**src/rtl/vx_wb_arbiter.sv**
```systemverilog
// vx_wb_arbiter: merges NUM_INPUTS execute-unit result streams onto one
// registered writeback slot. Round-robin between packets; once a packet's
// first non-eop beat is granted, the arbiter locks onto that input until the
// eop beat is taken.
// Optional feature: define VX_WB_ARB_PERF_EN to add the perf_stalls counter.
module vx_wb_arbiter #(
  parameter int NUM_INPUTS  = 4,
  parameter int NUM_THREADS = 4,
  parameter int XLEN        = 32,
  parameter int NW_BITS     = 2,
  parameter int NR_BITS     = 6,
  parameter int UUID_WIDTH  = 44,
  parameter int DATAW       = UUID_WIDTH + NW_BITS + NUM_THREADS + NR_BITS + 1 + 1 + NUM_THREADS*XLEN
) (
  input  logic                          clk,
  input  logic                          reset,
  input  logic [NUM_INPUTS-1:0]         in_valid,
  input  logic [NUM_INPUTS*DATAW-1:0]   in_data,
  output logic [NUM_INPUTS-1:0]         in_ready,
  output logic                          wb_valid,
  output logic [UUID_WIDTH-1:0]         wb_uuid,
  output logic [NW_BITS-1:0]            wb_wid,
  output logic [NUM_THREADS-1:0]        wb_tmask,
  output logic [NR_BITS-1:0]            wb_rd,
  output logic                          wb_eop,
  output logic [NUM_THREADS*XLEN-1:0]   wb_data,
`ifdef VX_WB_ARB_PERF_EN
  output logic [31:0]                   perf_stalls,
`endif
  output logic [31:0]                   commit_count
);

  localparam int PW = (NUM_INPUTS > 1) ? $clog2(NUM_INPUTS) : 1;

  // Field layout MSB->LSB must match the packed in_data slices.
  typedef struct packed {
    logic [UUID_WIDTH-1:0]       uuid;
    logic [NW_BITS-1:0]          wid;
    logic [NUM_THREADS-1:0]      tmask;
    logic [NR_BITS-1:0]          rd;
    logic                        wb;
    logic                        eop;
    logic [NUM_THREADS*XLEN-1:0] data;
  } beat_t;

  typedef enum logic {IDLE, LOCKED} state_t;

  state_t        state, state_n;
  logic [PW-1:0] ptr, ptr_n;
  logic [PW-1:0] owner, owner_n;
  logic          grant_vld;
  logic [PW-1:0] grant_idx;
  int            rr_idx;
  beat_t         in_beat [NUM_INPUTS];
  beat_t         sel;

  genvar gi;
  generate
    for (gi = 0; gi < NUM_INPUTS; gi++) begin : g_unpack
      assign in_beat[gi] = beat_t'(in_data[gi*DATAW +: DATAW]);
    end
  endgenerate

  // Grant selection: locked owner only, else first valid input scanning from ptr.
  // The scan runs lowest-priority first so the highest-priority hit lands last.
  always_comb begin
    grant_vld = 1'b0;
    grant_idx = '0;
    rr_idx    = 0;
    if (reset) begin
      if (state == LOCKED) begin
        grant_vld = in_valid[owner];
        grant_idx = owner;
      end else begin
        for (int k = NUM_INPUTS-1; k >= 0; k--) begin
          rr_idx = (int'(ptr) + k) % NUM_INPUTS;
          if (in_valid[rr_idx]) begin
            grant_vld = 1'b1;
            grant_idx = PW'(rr_idx);
          end
        end
      end
    end
  end

  assign in_ready = grant_vld ? (NUM_INPUTS'(1) << grant_idx) : '0;
  assign sel      = in_beat[grant_idx];

  // Lock/pointer next state: eop releases and advances ptr, non-eop locks.
  always_comb begin
    state_n = state;
    owner_n = owner;
    ptr_n   = ptr;
    if (grant_vld) begin
      if (sel.eop) begin
        state_n = IDLE;
        ptr_n   = PW'((int'(grant_idx) + 1) % NUM_INPUTS);
      end else begin
        state_n = LOCKED;
        owner_n = grant_idx;
      end
    end
  end

  // Arbiter state registers; reset abandons any held lock.
  always_ff @(posedge clk) begin
    if (!reset) begin
      state <= IDLE;
      ptr   <= '0;
      owner <= '0;
    end else begin
      state <= state_n;
      ptr   <= ptr_n;
      owner <= owner_n;
    end
  end

  // Writeback strobe and commit counter; wb=0 beats are consumed silently.
  always_ff @(posedge clk) begin
    if (!reset) begin
      wb_valid     <= 1'b0;
      commit_count <= '0;
    end else begin
      wb_valid <= grant_vld & sel.wb;
      if (grant_vld && sel.eop)
        commit_count <= commit_count + 32'd1;
    end
  end

  // Payload capture; left stale when nothing is accepted.
  always_ff @(posedge clk) begin
    if (grant_vld) begin
      wb_uuid  <= sel.uuid;
      wb_wid   <= sel.wid;
      wb_tmask <= sel.tmask;
      wb_rd    <= sel.rd;
      wb_eop   <= sel.eop;
      wb_data  <= sel.data;
    end
  end

`ifdef VX_WB_ARB_PERF_EN
  // Stall cycles: some input is offering a beat that is not taken; saturates.
  always_ff @(posedge clk) begin
    if (!reset)
      perf_stalls <= '0;
    else if (|(in_valid & ~in_ready) && perf_stalls != 32'hFFFF_FFFF)
      perf_stalls <= perf_stalls + 32'd1;
  end
`endif

endmodule

```
**config.mk**
```make
export PLATFORM = sky130hd
export DESIGN_NAME = vx_wb_arbiter
export DESIGN_NICKNAME = d
export VERILOG_FILES = /design/src/rtl/vx_wb_arbiter.sv
export SDC_FILE = /design/constraint.sdc
export NUM_CORES = 1
export LEC_CHECK = 0
export CORE_AREA = 4 4 378 380
export DETAILED_ROUTE_END_ITERATION = 6
export DIE_AREA = 0 0 382 384
export DONT_BUFFER_PORTS = 1
export PLACE_DENSITY_LB_ADDON = 0.1
export SLEW_MARGIN = 20
export SYNTH_ARGS = -nofsm -noshare
export SYNTH_HDL_FRONTEND = slang
export SYNTH_SLANG_ARGS = --single-unit
```
**constraint.sdc**
```tcl
create_clock -name clk -period 6 [get_ports clk]
set_input_delay 0.9 -clock clk [delete_from_list [all_inputs] [get_ports clk]]
set_output_delay 0.9 -clock clk [all_outputs]
set_load 0.005 [all_outputs]
```
==> metrics.txt, run 1 <==
Yosys cell types 56; clock skew between 0.02 and 0.025 ns; Initial Utilization ~9.8%; Boundary Pins 972; via/cell ratio 3.65; number of synthesized flops with an enable pin 185; dpl ws ~1.8 ns; filler cell count 15971; Worst EP arrival about 4 ns; final setup violation count 0; Mapped Area between 10000 and 15000 sq um; YS warnings 0; Max Slew Vio Count 0; cell depth of the worst flop-to-flop path 8; layout net count 2180; Clock power frac 28.4%; final hold violation count 0; unrepaired setup endpoints after global routing no; worst slew pin tran 1.04 ns; ys flop type edfxtp_1; status completed; final period utilization 62.3%; critical path peak fanout roughly 180; remaining antenna violation count 0; DIE HEIGHT 384 microns; Mapped Nets 2271; Pwr Density 438 nW/um^2; P_int approximately 0.0042 W; fmax 267 MHz; initial DRC count about 600; vias in the first global route ~12000; synthesis-to-finish area growth 22.9%; Final min period 3.74 ns; Vias 12146; WL/cell around 25 microns; Max-Cap Viols 0; Rel. slew slack 30.6%; Rows 137; Die ar. between 100000 and 150000 sq um; GRT overflow 0; clock root cell clkbuf_16; CP startpoint kind flip-flop; clk_lat worst skew 0.58 ns; sw frac 42.2%; Gate power share 31.6%; layout cell share with drive strength beyond 1 5.80%; Avg Cell Area, Syn 8.96 sq um; CTS resizes 0; first-pass GRT wire length 110000 microns; post-synthesis sequential area ratio about 47%; placed standard-cell area roughly 16000 sq um; Post-DP HPWL 66700 microns; Final Power 0.00731 W; hold path cells 2; gr usage total between 10% and 20%; kind of critical path flip-flop to flip-flop; Worst Path Required 6.22 ns; Peak VDD IR ~0.19 mV; final worst slack 2.26 ns; LEAKAGE 5.05 nW; Port Buf Inserts 0; Pre-antenna DRT Iters 5; WL final 84500 microns; initial antenna violation count 25; total clock sinks 223; DRC 0; depth of the CTS H-tree 2; hold buffer count at CTS 0; path type of the worst min-delay path input port to flip-flop; setup TNS 0 ns; core area between 100000 and 150000 sq um; ys async rst share 0%; endpoint class of the critical path flip-flop; Num CTS Buffers 36; Max clock buf depth 3; net switching power 0.00309 W; post-CTS setup buffer count 0; Die X 382 microns; routability cong. 0.954; Gate Count Post-Synth between 1500 and 2000; Reg clk slew, reported paths ~0.06 ns; largest net degree at the start of global routing between 150 and 200; Seq cells post-synth between 200 and 250; Seq pwr share 40.0%; CTS tree done; fin area 16700 sq um
## power groups by stage
| stage | clock network (W) | registers (W) | logic [W] |
|---|---|---|---|
| after floorplan | 0 | 0.00252 | 0.00158 |
| after global placement | 0 | 0.00305 | 0.00233 |
| after detailed placement | 0 | 0.00303 | 0.00237 |
| after CTS | 0.00223 | 0.00300 | 0.00238 |
| after global routing | 0.00228 | 0.00296 | 0.00259 |
| final | 0.00208 | 0.00292 | 0.00231 |
## placed cells by master (no fill, tap or decap), drive strengths merged, types with 2 or more instances in the layout
cell,instances
ha,5
o21bai,2
clkbuf,43
a21o,2
or2b,2
diode,8
and4,3
o21ai,3
o41ai,9
nor2b,2
or4b,2
nor3,2
clkinv,13
nor2,7
a211oi,185
and3,17
nand2,389
o31ai,13
dfxtp,38
nor4,4
or4,12
edfxtp,185
bufinv,2
a31oi,185
inv,14
a2111oi,3
nand4,15
and2,189
buf,15
or2,3
o2111ai,2
nand3,18
o311ai,7
o211ai,5
mux2i,13
nand2b,11
a21oi,20
## metal layers
metal	vias to the layer above	GRT usage, %	wire [microns]
li1	5475	-	-
met1	5932	11.8	31500
met2	629	19.6	43800
met3	100	3.72	6920
met4	10	2.78	1980
met5	-	0.628	185
## kinds of logic after synthesis
group                    Yosys count  share of synthesized area (%)
multiplexers                      14                           1.15
AND/OR/NAND/NOR                  679                           24.2
buffers and inverters            155                           4.85
adder cells (fa/ha/maj)            5                          0.461
AO/OA/AOI/OAI                    440                           22.9
flip-flops                       223                           46.5
## Yosys cell counts, drive strengths merged (2+ instances only)
| library cell | instances | area (sq um) |
|---|---|---|
| a31oi | 185 | 1160 |
| o2111ai | 2 | 23.8 |
| a2111oi | 3 | 65.1 |
| o21ai | 3 | 15.0 |
| clkbuf | 90 | 338 |
| a211oi | 185 | 1390 |
| nor2b | 2 | 12.5 |
| or2b | 2 | 16.3 |
| nand2b | 11 | 68.8 |
| nor2 | 7 | 26.3 |
| edfxtp | 185 | 5560 |
| nand4 | 15 | 93.8 |
| and4 | 3 | 26.3 |
| nand3 | 18 | 90.1 |
| o41ai | 9 | 78.8 |
| a21o | 2 | 15.0 |
| nor4 | 4 | 25.0 |
| or2 | 3 | 21.3 |
| inv | 11 | 41.3 |
| mux2i | 13 | 130 |
| dfxtp | 38 | 761 |
| o211ai | 5 | 37.5 |
| nor3 | 2 | 15.0 |
| buf | 54 | 279 |
| or4b | 2 | 20.0 |
| a21oi | 20 | 100 |
| o311ai | 7 | 61.3 |
| and3 | 17 | 111 |
| o21bai | 2 | 15.0 |
| and2 | 189 | 1180 |
| or4 | 12 | 90.1 |
| ha | 5 | 62.6 |
| o31ai | 13 | 103 |
| nand2 | 389 | 1460 |
## worst max-delay path: stages, from the launching register on
cell       delay, ns
dfxtp_1         0.39
or2_4           0.31
a2111oi_4       0.47
o31ai_4         0.17
buf_4           0.22
buf_12          0.19
and2_1          0.43
a211oi_1        0.65
a31oi_1         0.19
## final timing paths
path / to / slack [ns] / start
max: wb_data[93] / 2.26 / ptr[1]
min: commit_count[26] / 0.50 / reset
max reg2reg: wb_data[93] / 2.26 / ptr[1]
min reg2reg: commit_count[31] / 0.51 / commit_count[31]
## area by class of cell
class,count,area [sq um],share of cell area [%]
diodes,8,20.0,0.120
clock buffers,43,958,5.74
clock inverters,18,146,0.877
inverters,11,56.3,0.337
multi-input cells,1138,6630,39.7
flip-flops and latches,223,6320,37.8
well taps,1876,2350,14.1
repair buffers,15,225,1.35
## sequential cells by signal, summed over array words and instances (netlist names)
| register | cells |
|---|---|
| wb_valid | 1 |
| state | 1 |
| owner | 2 |
| wb_data | 128 |
| ptr | 2 |
| wb_eop | 1 |
| wb_wid | 2 |
| wb_tmask | 4 |
| wb_rd | 6 |
| commit_count | 32 |
| wb_uuid | 44 |
## through the flow
step | hold WS, ns | cells | utilization (%)
floorplan | 0.457 | 1516 | -
global placement | 0.503 | 3263 | 11.2
detailed placement | 0.509 | 3263 | 11.2
CTS | 0.426 | 3324 | 12.0
global route | 0.453 | 3329 | 12.0
finish | 0.503 | 3332 | 12.0
(Power assumes the default switching activity.)
==> inputs of run 2 (changes only) <==
- clock period: 6 -> 3.8 ns (I/O delays scaled with it)
==> run 2 against run 1 <==
Effect of this change:
- die area did not move
- clock skew rose by 0.011 ns
- largest power group unchanged
- critical endpoint is now in_ready[1]
- core utilization rose by 0.24 points
- highest routed layer unchanged
==> metrics.txt, run 2 (synthesis gave the netlist of run 1 again) <==
status completed; Port Buf Inserts 0 (unchanged); Max clock buf depth 3 (unchanged); CTS resizes 0 (unchanged); Peak VDD IR 0.206 mV (+10%); filler cell count 16037 (+0.41%); Reg clk slew, reported paths 0.07 ns (about the same); DIE HEIGHT 384 microns (unchanged); depth of the CTS H-tree 2 (unchanged); Rows 137 (unchanged); Initial Utilization 9.76% (unchanged); net switching power 0.00484 W (+57%); hold buffer count at CTS 0 (unchanged); GRT overflow 0 (unchanged); Clock power frac 28.5% (about the same); layout cell share with drive strength beyond 1 7.38% (+1.6 points); max reg flops 128 (unchanged); initial DRC count 652 (+7.9%); total clock sinks 223 (unchanged); worst slew pin tran 0.921 ns (-0.121 ns); most flop-heavy register wb_data; vias in the first global route 12669 (+2.2%); Num CTS Buffers 36 (unchanged); DRC 0 (unchanged); clock root cell clkbuf_16; synthesis-to-finish area growth 25.4%; remaining antenna violation count 0 (unchanged); placed standard-cell area 15800 sq um (+1.7%); initial antenna violation count 27 (+8.0%); fmax 287 MHz; Vias 12401 (+2.1%); final setup violation count 0 (unchanged); most frequent cells in the layout nand2_1, a211oi_1, edfxtp_1, a31oi_1, and2_1; Gate power share 32.3% (+0.7 points); Pre-antenna DRT Iters 5 (unchanged); final hold violation count 0 (unchanged); largest net degree at the start of global routing 158 (-12%); kind of critical path flip-flop to primary output; first-pass GRT wire length 110000 microns (+0.89%); CP startpoint kind flip-flop; Final Power 0.0118 W (+61%); WL final 85700 microns (+1.4%); WL/cell 25.5 microns (+0.42%); Worst Path Required 3.23 ns (-2.99 ns); sw frac 41.2% (-1.0 points); endpoint class of the critical path primary output; clk_lat worst skew 0.57 ns (about the same); Boundary Pins 972 (unchanged); commonest non-fill, non-tap cell in the layout nand2_1; Pwr Density 691 nW/um^2 (+58%); Post-DP HPWL 68900 microns (+3.2%); Seq pwr share 39.2% (-0.8 points); gr usage total 10.8% (+0.088 points); fin util 12.2% (+0.24 points); path type of the worst min-delay path input port to flip-flop; Regs by FF count wb_data: 128 flops, wb_uuid: 44 flops, commit_count: 32 flops; final period utilization 91.5%; setup TNS 0 ns (unchanged); post-CTS setup buffer count 0 (unchanged); fin area 17000 sq um (+2.0%); via/cell ratio 3.69 (+1.1%); routability cong. 0.889 (-6.8%); Max-Cap Viols 0 (unchanged); clock skew 0.0316 ns (+0.0108 ns); Worst EP arrival 2.91 ns (-1.05 ns); Die X 382 microns (unchanged); P_int 0.00692 W (+64%); unrepaired setup endpoints after global routing no; Rel. slew slack 38.2% (+7.6 points); worst hold slack 0.192 ns (-0.311 ns); layout net count 2206 (+1.2%); core area 139000 sq um (unchanged); CTS tree done; Die ar. 147000 sq um (unchanged); Final min period 3.48 ns; critical path peak fanout 61 (-66%); LEAKAGE 5.22 nW (+3.3%); Max Slew Vio Count 0 (unchanged)
-- run 2: cell count changes in the layout (fill, tap and decap cells not counted), sizes merged, moves of 2 or more --
cell	previous run	this run
buf	15	41
clkbuf	43	47
clkinv	13	11
clkinvlp	0	2
diode	8	13
inv	14	11
-- run 2: power by group through the flow --
stage / clock (W) / combinational, W / sequential (W)
6_report: 0.00335 / 0.00380 / 0.00462
3_3_place_gp: 0 / 0.00386 / 0.00481
2_1_floorplan: 0 / 0.00250 / 0.00397
4_1_cts: 0.00359 / 0.00393 / 0.00474
5_1_grt: 0.00366 / 0.00423 / 0.00469
3_5_place_dp: 0 / 0.00390 / 0.00477
-- run 2: worst paths after layout --
kind | start | to | slack [ns] | depth (start not counted)
setup / recovery | state | in_ready[1] | 0.32 | 6
setup reg to reg | ptr[1] | wb_valid | 0.52 | 8
hold reg to reg | ptr[0] | ptr[0] | 0.51 | 2
hold / removal | reset | commit_count[8] | 0.19 | 2
-- run 2: critical path: stages (launching register included) --
cell      delay, ns
dfxtp_1        0.36
or2_2          0.34
o21a_1         0.22
o211ai_1       0.64
buf_12         0.35
ha_1           0.21
and3_1         0.24
-- run 2: routing by layer --
layer | vias up | share of wire, % | global-route usage (%)
met5 | - | 0.085 | 0
met4 | 12 | 4.1 | 4.67
met3 | 119 | 8.1 | 3.60
met2 | 712 | 51 | 19.2
met1 | 6037 | 37 | 11.8
li1 | 5521 | - | -
-- run 2: per-stage QoR --
step | worst slack, ns | std cells
CTS | 0.146 | 3352
global placement | 0.202 | 3289
finish | 0.321 | 3365
global route | 0.120 | 3360
floorplan | 0.339 | 1516
detailed placement | 0.207 | 3289
-- run 2: final cells by class --
| class | count | area (sq um) | area share [%] |
|---|---|---|---|
| repair buffers | 41 | 495 | 2.91 |
| diodes | 13 | 32.5 | 0.191 |
| clock buffers | 47 | 995 | 5.84 |
| multi-input cells | 1138 | 6620 | 38.9 |
| flip-flops and latches | 223 | 6320 | 37.1 |
| clock inverters | 16 | 164 | 0.963 |
| well taps | 1876 | 2350 | 13.8 |
| inverters | 11 | 56.3 | 0.331 |
==> inputs of run 3 (changes only) <==
- HOLD_SLACK_MARGIN: not set -> 0.02
==> results of run 3 <==
Final layout, timing and power as in run 2 (identical DEF).
